`config.mk`:
```
export PLATFORM = sky130hd
export DESIGN_NAME = mc_controller_flat
export DESIGN_NICKNAME = d
export VERILOG_FILES = /design/src/rtl/mc_controller_if.sv /design/src/rtl/mc_controller.sv /design/src/flat_wrapper.sv
export SDC_FILE = /design/constraint.sdc
export NUM_CORES = 1
export LEC_CHECK = 0
export BUFFER_PORTS_ARGS = -buffer_cell sky130_fd_sc_hd__buf_4
export CAP_MARGIN = 20
export CORE_UTILIZATION = 40
export CTS_CLUSTER_SIZE = 40
export DETAILED_ROUTE_END_ITERATION = 12
export GPL_TIMING_DRIVEN = 0
export PLACE_DENSITY = 0.81
export SYNTH_ARGS = -nofsm -noshare
export SYNTH_HDL_FRONTEND = slang
export SYNTH_SLANG_ARGS = --single-unit
```
`constraint.sdc`:
```
create_clock -name clk -period 1.9 [get_ports clk]
set_input_delay 0.285 -clock clk [delete_from_list [all_inputs] [get_ports clk]]
set_output_delay 0.285 -clock clk [all_outputs]
set_load 0.02 [all_outputs]
```
`src/rtl/mc_controller_if.sv`:
```
// Control bus between the multicycle MIPS controller and its datapath:
// instruction fields and the zero flag in, datapath selects and enables out.
interface mc_controller_if;
    logic [5:0] op;
    logic [5:0] funct;
    logic       zero;
    logic       pcen;
    logic       iord;
    logic       irwrite;
    logic       memwrite;
    logic       regwrite;
    logic       regdst;
    logic       memtoreg;
    logic       alusrca;
    logic [1:0] alusrcb;
    logic [1:0] pcsrc;
    logic [2:0] alucontrol;
    logic [3:0] state;

    modport master (
        input  op, funct, zero,
        output pcen, iord, irwrite, memwrite, regwrite, regdst, memtoreg,
               alusrca, alusrcb, pcsrc, alucontrol, state
    );

    modport slave (
        output op, funct, zero,
        input  pcen, iord, irwrite, memwrite, regwrite, regdst, memtoreg,
               alusrca, alusrcb, pcsrc, alucontrol, state
    );
endinterface

```
`src/rtl/mc_controller.sv`:
```
// Multicycle MIPS control unit: Moore main FSM, ALU decoder and branch-aware
// PC enable. The 4-bit state register is the only storage.
module mc_controller (
    input  logic               clk,
    input  logic               reset,
    mc_controller_if.master    bus
);

    typedef enum logic [3:0] {
        FETCH   = 4'd0,
        DECODE  = 4'd1,
        MEMADR  = 4'd2,
        MEMRD   = 4'd3,
        MEMWB   = 4'd4,
        MEMWR   = 4'd5,
        RTYPEEX = 4'd6,
        RTYPEWB = 4'd7,
        BEQEX   = 4'd8,
        ADDIEX  = 4'd9,
        ADDIWB  = 4'd10,
        JEX     = 4'd11,
        BNEEX   = 4'd12
    } state_t;

    localparam logic [5:0] OP_LW   = 6'b100011;
    localparam logic [5:0] OP_SW   = 6'b101011;
    localparam logic [5:0] OP_RTYP = 6'b000000;
    localparam logic [5:0] OP_BEQ  = 6'b000100;
    localparam logic [5:0] OP_BNE  = 6'b000101;
    localparam logic [5:0] OP_ADDI = 6'b001000;
    localparam logic [5:0] OP_J    = 6'b000010;

    state_t      state_r;
    state_t      next_state_s;
    logic        pcwrite_s;
    logic        branch_s;
    logic        branchne_s;
    logic        iord_s;
    logic        irwrite_s;
    logic        memwrite_s;
    logic        regwrite_s;
    logic        regdst_s;
    logic        memtoreg_s;
    logic        alusrca_s;
    logic [1:0]  alusrcb_s;
    logic [1:0]  pcsrc_s;
    logic [1:0]  aluop_s;
    logic [2:0]  alucontrol_s;

    // State register; reset forces FETCH immediately.
    always_ff @(posedge clk or posedge reset) begin
        if (reset) begin
            state_r <= FETCH;
        end else begin
            state_r <= next_state_s;
        end
    end

    // Next-state logic; unused encodings fall back to FETCH.
    always_comb begin
        next_state_s = FETCH;
        case (state_r)
            FETCH:   next_state_s = DECODE;
            DECODE: begin
                case (bus.op)
                    OP_LW, OP_SW: next_state_s = MEMADR;
                    OP_RTYP:      next_state_s = RTYPEEX;
                    OP_BEQ:       next_state_s = BEQEX;
                    OP_BNE:       next_state_s = BNEEX;
                    OP_ADDI:      next_state_s = ADDIEX;
                    OP_J:         next_state_s = JEX;
                    default:      next_state_s = FETCH;
                endcase
            end
            MEMADR: begin
                if (bus.op == OP_LW) begin
                    next_state_s = MEMRD;
                end else begin
                    next_state_s = MEMWR;
                end
            end
            MEMRD:   next_state_s = MEMWB;
            RTYPEEX: next_state_s = RTYPEWB;
            ADDIEX:  next_state_s = ADDIWB;
            default: next_state_s = FETCH;
        endcase
    end

    // Moore control word per state; anything not set stays 0.
    always_comb begin
        pcwrite_s  = 1'b0;
        branch_s   = 1'b0;
        branchne_s = 1'b0;
        iord_s     = 1'b0;
        irwrite_s  = 1'b0;
        memwrite_s = 1'b0;
        regwrite_s = 1'b0;
        regdst_s   = 1'b0;
        memtoreg_s = 1'b0;
        alusrca_s  = 1'b0;
        alusrcb_s  = 2'b00;
        pcsrc_s    = 2'b00;
        aluop_s    = 2'b00;
        case (state_r)
            FETCH: begin
                irwrite_s = 1'b1;
                pcwrite_s = 1'b1;
                alusrcb_s = 2'b01;
            end
            DECODE:  alusrcb_s = 2'b11;
            MEMADR: begin
                alusrca_s = 1'b1;
                alusrcb_s = 2'b10;
            end
            MEMRD:   iord_s = 1'b1;
            MEMWB: begin
                regwrite_s = 1'b1;
                memtoreg_s = 1'b1;
            end
            MEMWR: begin
                iord_s     = 1'b1;
                memwrite_s = 1'b1;
            end
            RTYPEEX: begin
                alusrca_s = 1'b1;
                aluop_s   = 2'b10;
            end
            RTYPEWB: begin
                regwrite_s = 1'b1;
                regdst_s   = 1'b1;
            end
            BEQEX, BNEEX: begin
                alusrca_s  = 1'b1;
                aluop_s    = 2'b01;
                pcsrc_s    = 2'b01;
                branch_s   = (state_r == BEQEX);
                branchne_s = (state_r == BNEEX);
            end
            ADDIEX: begin
                alusrca_s = 1'b1;
                alusrcb_s = 2'b10;
            end
            ADDIWB:  regwrite_s = 1'b1;
            JEX: begin
                pcsrc_s   = 2'b10;
                pcwrite_s = 1'b1;
            end
            default: pcwrite_s = 1'b0;
        endcase
    end

    // ALU decoder; unknown funct codes fall back to add so the output is never X.
    always_comb begin
        alucontrol_s = 3'b010;
        case (aluop_s)
            2'b01:   alucontrol_s = 3'b110;
            2'b10: begin
                case (bus.funct)
                    6'b100000: alucontrol_s = 3'b010;
                    6'b100010: alucontrol_s = 3'b110;
                    6'b100100: alucontrol_s = 3'b000;
                    6'b100101: alucontrol_s = 3'b001;
                    6'b101010: alucontrol_s = 3'b111;
                    default:   alucontrol_s = 3'b010;
                endcase
            end
            default: alucontrol_s = 3'b010;
        endcase
    end

    // Output drive; write enables are gated by reset so an abort never writes.
    always_comb begin
        bus.pcen       = ~reset & (pcwrite_s | (branch_s & bus.zero) |
                                   (branchne_s & ~bus.zero));
        bus.irwrite    = ~reset & irwrite_s;
        bus.memwrite   = ~reset & memwrite_s;
        bus.regwrite   = ~reset & regwrite_s;
        bus.iord       = iord_s;
        bus.regdst     = regdst_s;
        bus.memtoreg   = memtoreg_s;
        bus.alusrca    = alusrca_s;
        bus.alusrcb    = alusrcb_s;
        bus.pcsrc      = pcsrc_s;
        bus.alucontrol = alucontrol_s;
        bus.state      = state_r;
    end

endmodule

```
`src/flat_wrapper.sv`:
```
// flat-port wrapper written by rule: the top's interface ports become plain ports
module mc_controller_flat 
  (clk, reset, bus_op, bus_funct, bus_zero, bus_pcen, bus_iord, bus_irwrite, bus_memwrite, bus_regwrite, bus_regdst, bus_memtoreg, bus_alusrca, bus_alusrcb, bus_pcsrc, bus_alucontrol, bus_state);
  mc_controller_if bus_i ();
  input  logic clk;
  input  logic reset;
  input wire logic [$bits(bus_i.op)-1:0] bus_op;
  input wire logic [$bits(bus_i.funct)-1:0] bus_funct;
  input wire logic [$bits(bus_i.zero)-1:0] bus_zero;
  output wire logic [$bits(bus_i.pcen)-1:0] bus_pcen;
  output wire logic [$bits(bus_i.iord)-1:0] bus_iord;
  output wire logic [$bits(bus_i.irwrite)-1:0] bus_irwrite;
  output wire logic [$bits(bus_i.memwrite)-1:0] bus_memwrite;
  output wire logic [$bits(bus_i.regwrite)-1:0] bus_regwrite;
  output wire logic [$bits(bus_i.regdst)-1:0] bus_regdst;
  output wire logic [$bits(bus_i.memtoreg)-1:0] bus_memtoreg;
  output wire logic [$bits(bus_i.alusrca)-1:0] bus_alusrca;
  output wire logic [$bits(bus_i.alusrcb)-1:0] bus_alusrcb;
  output wire logic [$bits(bus_i.pcsrc)-1:0] bus_pcsrc;
  output wire logic [$bits(bus_i.alucontrol)-1:0] bus_alucontrol;
  output wire logic [$bits(bus_i.state)-1:0] bus_state;
  assign bus_i.op = bus_op;
  assign bus_i.funct = bus_funct;
  assign bus_i.zero = bus_zero;
  assign bus_pcen = bus_i.pcen;
  assign bus_iord = bus_i.iord;
  assign bus_irwrite = bus_i.irwrite;
  assign bus_memwrite = bus_i.memwrite;
  assign bus_regwrite = bus_i.regwrite;
  assign bus_regdst = bus_i.regdst;
  assign bus_memtoreg = bus_i.memtoreg;
  assign bus_alusrca = bus_i.alusrca;
  assign bus_alusrcb = bus_i.alusrcb;
  assign bus_pcsrc = bus_i.pcsrc;
  assign bus_alucontrol = bus_i.alucontrol;
  assign bus_state = bus_i.state;
  mc_controller u_core (.clk(clk), .reset(reset), .bus(bus_i));
endmodule
```
; ---- Yosys cells after proc, flatten, opt, wreduce, memory -nomap -nowiden
; Cells that the tools add are included.
[word_totals]
reg_bits = 4
inputBits = 15
out_inout_bits = 19
word_cells = 62
[op_classes]
n_eq_ne = 24
mux = 18
bitwise_logic = 10
reduce_logical = 9
[ops]
columns = op, n
row1 = 4-bit one-hot mux with 6 select lines, 2
row2 = "6-bit == test, second input constant", 6
row3 = "4-bit == test, second input constant", 5
row4 = "4-bit by 3-bit == test with 1-bit output, second input constant", 4
row5 = "6-bit by 3-bit == test with 1-bit output, second input constant", 2
row6 = 3-bit one-hot mux with 4 select lines, 1
row7 = 1-bit two-way mux, 10
row8 = 2-bit OR reduction, 5
row9 = "4-bit by 2-bit == test with 1-bit output, second input constant", 2
row10 = 2-bit one-hot mux with 2 select lines, 2
row11 = 1-bit AND, 6
row12 = "6-bit by 2-bit == test with 1-bit output, second input constant", 1
row13 = "6-bit by 4-bit == test with 1-bit output, second input constant", 1
row14 = 6-bit logical NOT, 1
row15 = 2-bit one-hot mux with 3 select lines, 1
row16 = 3-bit one-hot mux with 2 select lines, 1
row17 = 5-bit OR reduction, 1
row18 = "4-bit by 1-bit == test with 1-bit output, second input constant", 1
row19 = 4-bit logical NOT, 1
row20 = 3-bit two-way mux, 1
row21 = 3-bit OR reduction, 1
row22 = "2-bit by 1-bit == test with 1-bit output, second input constant", 1
row23 = "2-bit == test, second input constant", 1
row24 = 1-bit NOT, 2
row25 = 1-bit OR, 2

; ---- Depth between registers and ports, before layout
[depth]
word_depth = 7
mapped_depth = 7
depth_no_buf = 6

; ---- Worst setup path before layout
; No wires, ideal clock.
[synth_path]
path_kind = register to output
start = register u_core.state_r[1] (netlist: u_core.bus.state[1])
end = output port bus_alucontrol[2]
arrival_time_ns = 1.653
t_required_ns = 1.615
setup_slack_ns = -0.038
stages_incl_launch_ff = 6
path_buffers = 1
path_cell_list = dfrtp_1 > buf_2 > inv_1 > or3_1 > ha_1 > nor2_1
[synth_via]
elab_chain_len = 5
elab_cells_between_ends = 8
classes_between = 5 x eq/ne / 2 x mux / 1 x reduce/logical
[synth_lines]
columns = item, line_no
row1 = "start, declared", mc_controller.sv:33  ; state_t state_r;
row2 = "start signal, assigned", mc_controller.sv:55  ; state_r <= next_state_s;
row3 = 4-bit == test, mc_controller.sv:104  ; case (state_r)
row4 = 2-bit OR reduction, n/a
row5 = 2-bit one-hot mux with 2 select lines *, mc_controller.sv:104
row6 = 2-bit == test or 2-bit by 1-bit == test with 1-bit output (tied branches), mc_controller.sv:155  ; case (aluop_s)
row7 = 3-bit one-hot mux with 2 select lines *, mc_controller.sv:155
row8 = "end, declared", flat_wrapper.sv:20  ; output wire logic [$bits(bus_i.alucontrol)-1:0] bus_alucontrol;
; Every way passes the cells marked *; elsewhere a longest branch is shown, timed or not.

; ---- Worst setup path in the final report
[layout_path]
start = register u_core.state_r[3] (netlist: u_core.bus.state[3])
end = output port bus_alucontrol[1]
; Same word-level chain as after synthesis.

==> impl_metrics.tcl <==
set metrics [dict create \
    outcome "complete, but fails checks" \
    violations "setup timing" \
    post-route-drc-count 0 \
    yosysWarnings 0 \
    placed_cells 127 \
    grt_pass1_wl_mm 2.84 \
    cts_max_path_buffers 2 \
    worst-setup-path-type "flip-flop to output pin" \
    placementRows 13 \
    routedWlPerCell_um 14.9 \
    core_um2 1300 \
    grtUsageTotal_pct 26.7 \
    syn-num-nets 96 \
    port_buffers 33 \
    finalSetupViolations 4 \
    rr_worst_depth 4 \
    dr_total_vias 774 \
    fp.dieH_um 39.6 \
    ys_seq_area_share_pct 17.7 \
    final_cells 137 \
    yosys-top-cells-area "dfrtp_1, nor3_1, buf_2, nor4b_1, xnor2_1" \
    clk_latency_ns 0.25 \
    drive_gt1_share_pct 52.5 \
    num_antenna_cells 0 \
    vdd_drop_max_mv 0.689 \
    critPathMaxFanout 4 \
    yosysUniqueCellTypes 31 \
    rr_startpoint "u_core.bus.state[1]" \
    drtIter0Drc 36 \
    ys_seq_elements 4 \
    cp-start-kind "flip-flop" \
    via_per_inst 5.65 \
    power_density_nw_per_um2 857 \
    hp-class "input pin to flip-flop" \
    yosysTopAreaCell "dfrtp_1" \
    worstPathRequired_ns 1.62 \
    maxSlewViolCount 0 \
    fin_crit_ns 2.04 \
    reg2reg_slack_ns 0.61 \
    syn_area_um2 564 \
    netlist.area_leader.share_pct 17.7 \
    setup_slack_ns -0.143 \
    min-delay-start "bus_op[5]" \
    max-cap-violations 0 \
    num-fill-cells 97 \
    post-route-period-util_pct 108 \
    syn_to_final_growth_pct 79.8 \
    drt-total-wl_mm 2.04 \
    antenna_found_initial 0 \
    htree_levels 1 \
    clock_sinks 4 \
    ant_nets 0 \
    clock.fmax_mhz 489 \
    hold_viol_final 0 \
    final_cell_mix "buf_4, nor3_1, buf_6, nor2_1" \
    power.leakage_nw 0.431 \
    place_ws_ns -0.124 \
    setup_tns_ns -0.298 \
    cts_tree "built" \
    initial_core_util_pct 43.4 \
    cts_made_buffers 3 \
    whs_path_depth 4 \
    maxSlewHeadroom_pct 75.9 \
    critPathCaptureType "output pin" \
    grt_pass1_vias 682 \
    fin_nets 141 \
    gp_congestion 0.765 \
    io_pins 34 \
    netlist_instances 79 \
    finClkSkew_ns 0.0159 \
    reg2reg_to "u_core.bus.state[1]" \
    root_buffer "clkbuf_4" \
    die_x_um 39.6 \
    min_to "u_core.bus.state[0]" \
    hpwlAfterDp_mm 1.30 \
    die_area_um2 1560 \
    rsz0062_at_grt "yes" \
    drt_pass1_iterations 4 \
    worst_pin_slew_ns 0.358 \
    clkSlewWorstSetupHoldPaths_ns 0.03 \
    largest_reg_flops 4 \
    cp.arrival_ns 1.76 \
    postSynthAreaPerCell_um2 7.14 \
    layout_commonest_cell "buf_4" \
    grt_max_degree 11 \
    overflow 0 \
]
## per-stage QoR
step	total power [W]	instance area [um^2]	hold WS, ns	util [%]
after CTS	0.000835	993	0.398	76.3
after floorplan	0.000453	573	0.0595	-
final	0.000870	1010	0.402	78.0
after global routing	0.000918	1010	0.414	78.0
after detailed placement	0.000652	840	0.223	64.5
after global placement	0.000645	840	0.215	64.5
## worst max path at each step
| stage | start | endpoint | slack, ns | cells after the start |
|---|---|---|---|---|
| after floorplan | u_core.bus.state[1] | bus_alucontrol[2] | -0.009 | 5 |
| after global placement | u_core.bus.state[3] | bus_alucontrol[1] | -0.08 | 7 |
| after detailed placement | u_core.bus.state[3] | bus_alucontrol[1] | -0.12 | 7 |
| after CTS | u_core.bus.state[3] | bus_alucontrol[1] | -0.14 | 5 |
| after global routing | u_core.bus.state[3] | bus_alucontrol[1] | -0.21 | 7 |
| final | u_core.bus.state[3] | bus_alucontrol[1] | -0.14 | 5 |
## cell usage after synthesis (all sizes together)
cell type and number:
o22ai 1, and3b 1, dfrtp 4, or4b 1, or3 1, o21ai 2
xnor2 3, nor2b 1, a221o 1, nand3b 1, o31ai 1, or3b 1
nor4b 3, a221oi 2, nor2 6, nand2b 3, nor3b 2, ha 2
a31oi 1, o21a 1, nor4 4, xor2 1, a211o 1, nand2 4
a21oi 5, a22oi 1, nor3 9, inv 6, buf 6, o21bai 1
nand3 3
## power by group
group / internal, W / switching [W] / leakage (nW)
registers: 0.000108 / 0.0000434 / 0.0489
clock network: 0.0000711 / 0.0000414 / 0.0138
logic: 0.000279 / 0.000327 / 0.369
total: 0.000459 / 0.000411 / 0.431
## layer usage
| metal | global-route usage (%) | share of wire, % | up-vias |
|---|---|---|---|
| li1 | - | - | 377 |
| met1 | 29.4 | 41 | 366 |
| met2 | 52.0 | 53 | 29 |
| met3 | 6.82 | 4.5 | 2 |
| met4 | 1.72 | 1.0 | 0 |
| met5 | 0 | 0 | - |
## logic make-up after synthesis
kind of cell | share of synthesized area (%)
AO/OA/AOI/OAI | 20.8
adder cells (fa/ha/maj) | 4.43
AND/OR/NAND/NOR | 41.5
XOR/XNOR | 6.21
buffers and inverters | 9.31
flip-flops | 17.7
## final cells by class
class                      instances  area, um^2  area share (%)
clock buffer                       3        22.5            2.22
buffer                             4        42.5            4.19
multi-input combinational         63         475            46.9
inverter                           6        22.5            2.22
tap                               15        18.8            1.85
timing repair buffer              42         329            32.4
sequential                         4         104            10.2
## repair_timing
action,in CTS,in global routing
pin swaps,4,3
endpoints found under the setup margin,3,5
endpoints found under the hold margin,4,0
gates resized for setup,20,7
hold buffers,1,0
cloned,0,0
setup buffers,6,2
## worst max-delay path: stages (launching register included)
cell,delay (ns)
dfrtp_1,0.41
nand2b_4,0.16
or3_4,0.36
ha_4,0.22
a211o_1,0.23
buf_6,0.13
No activity file was read; power rests on OpenSTA's default activity.
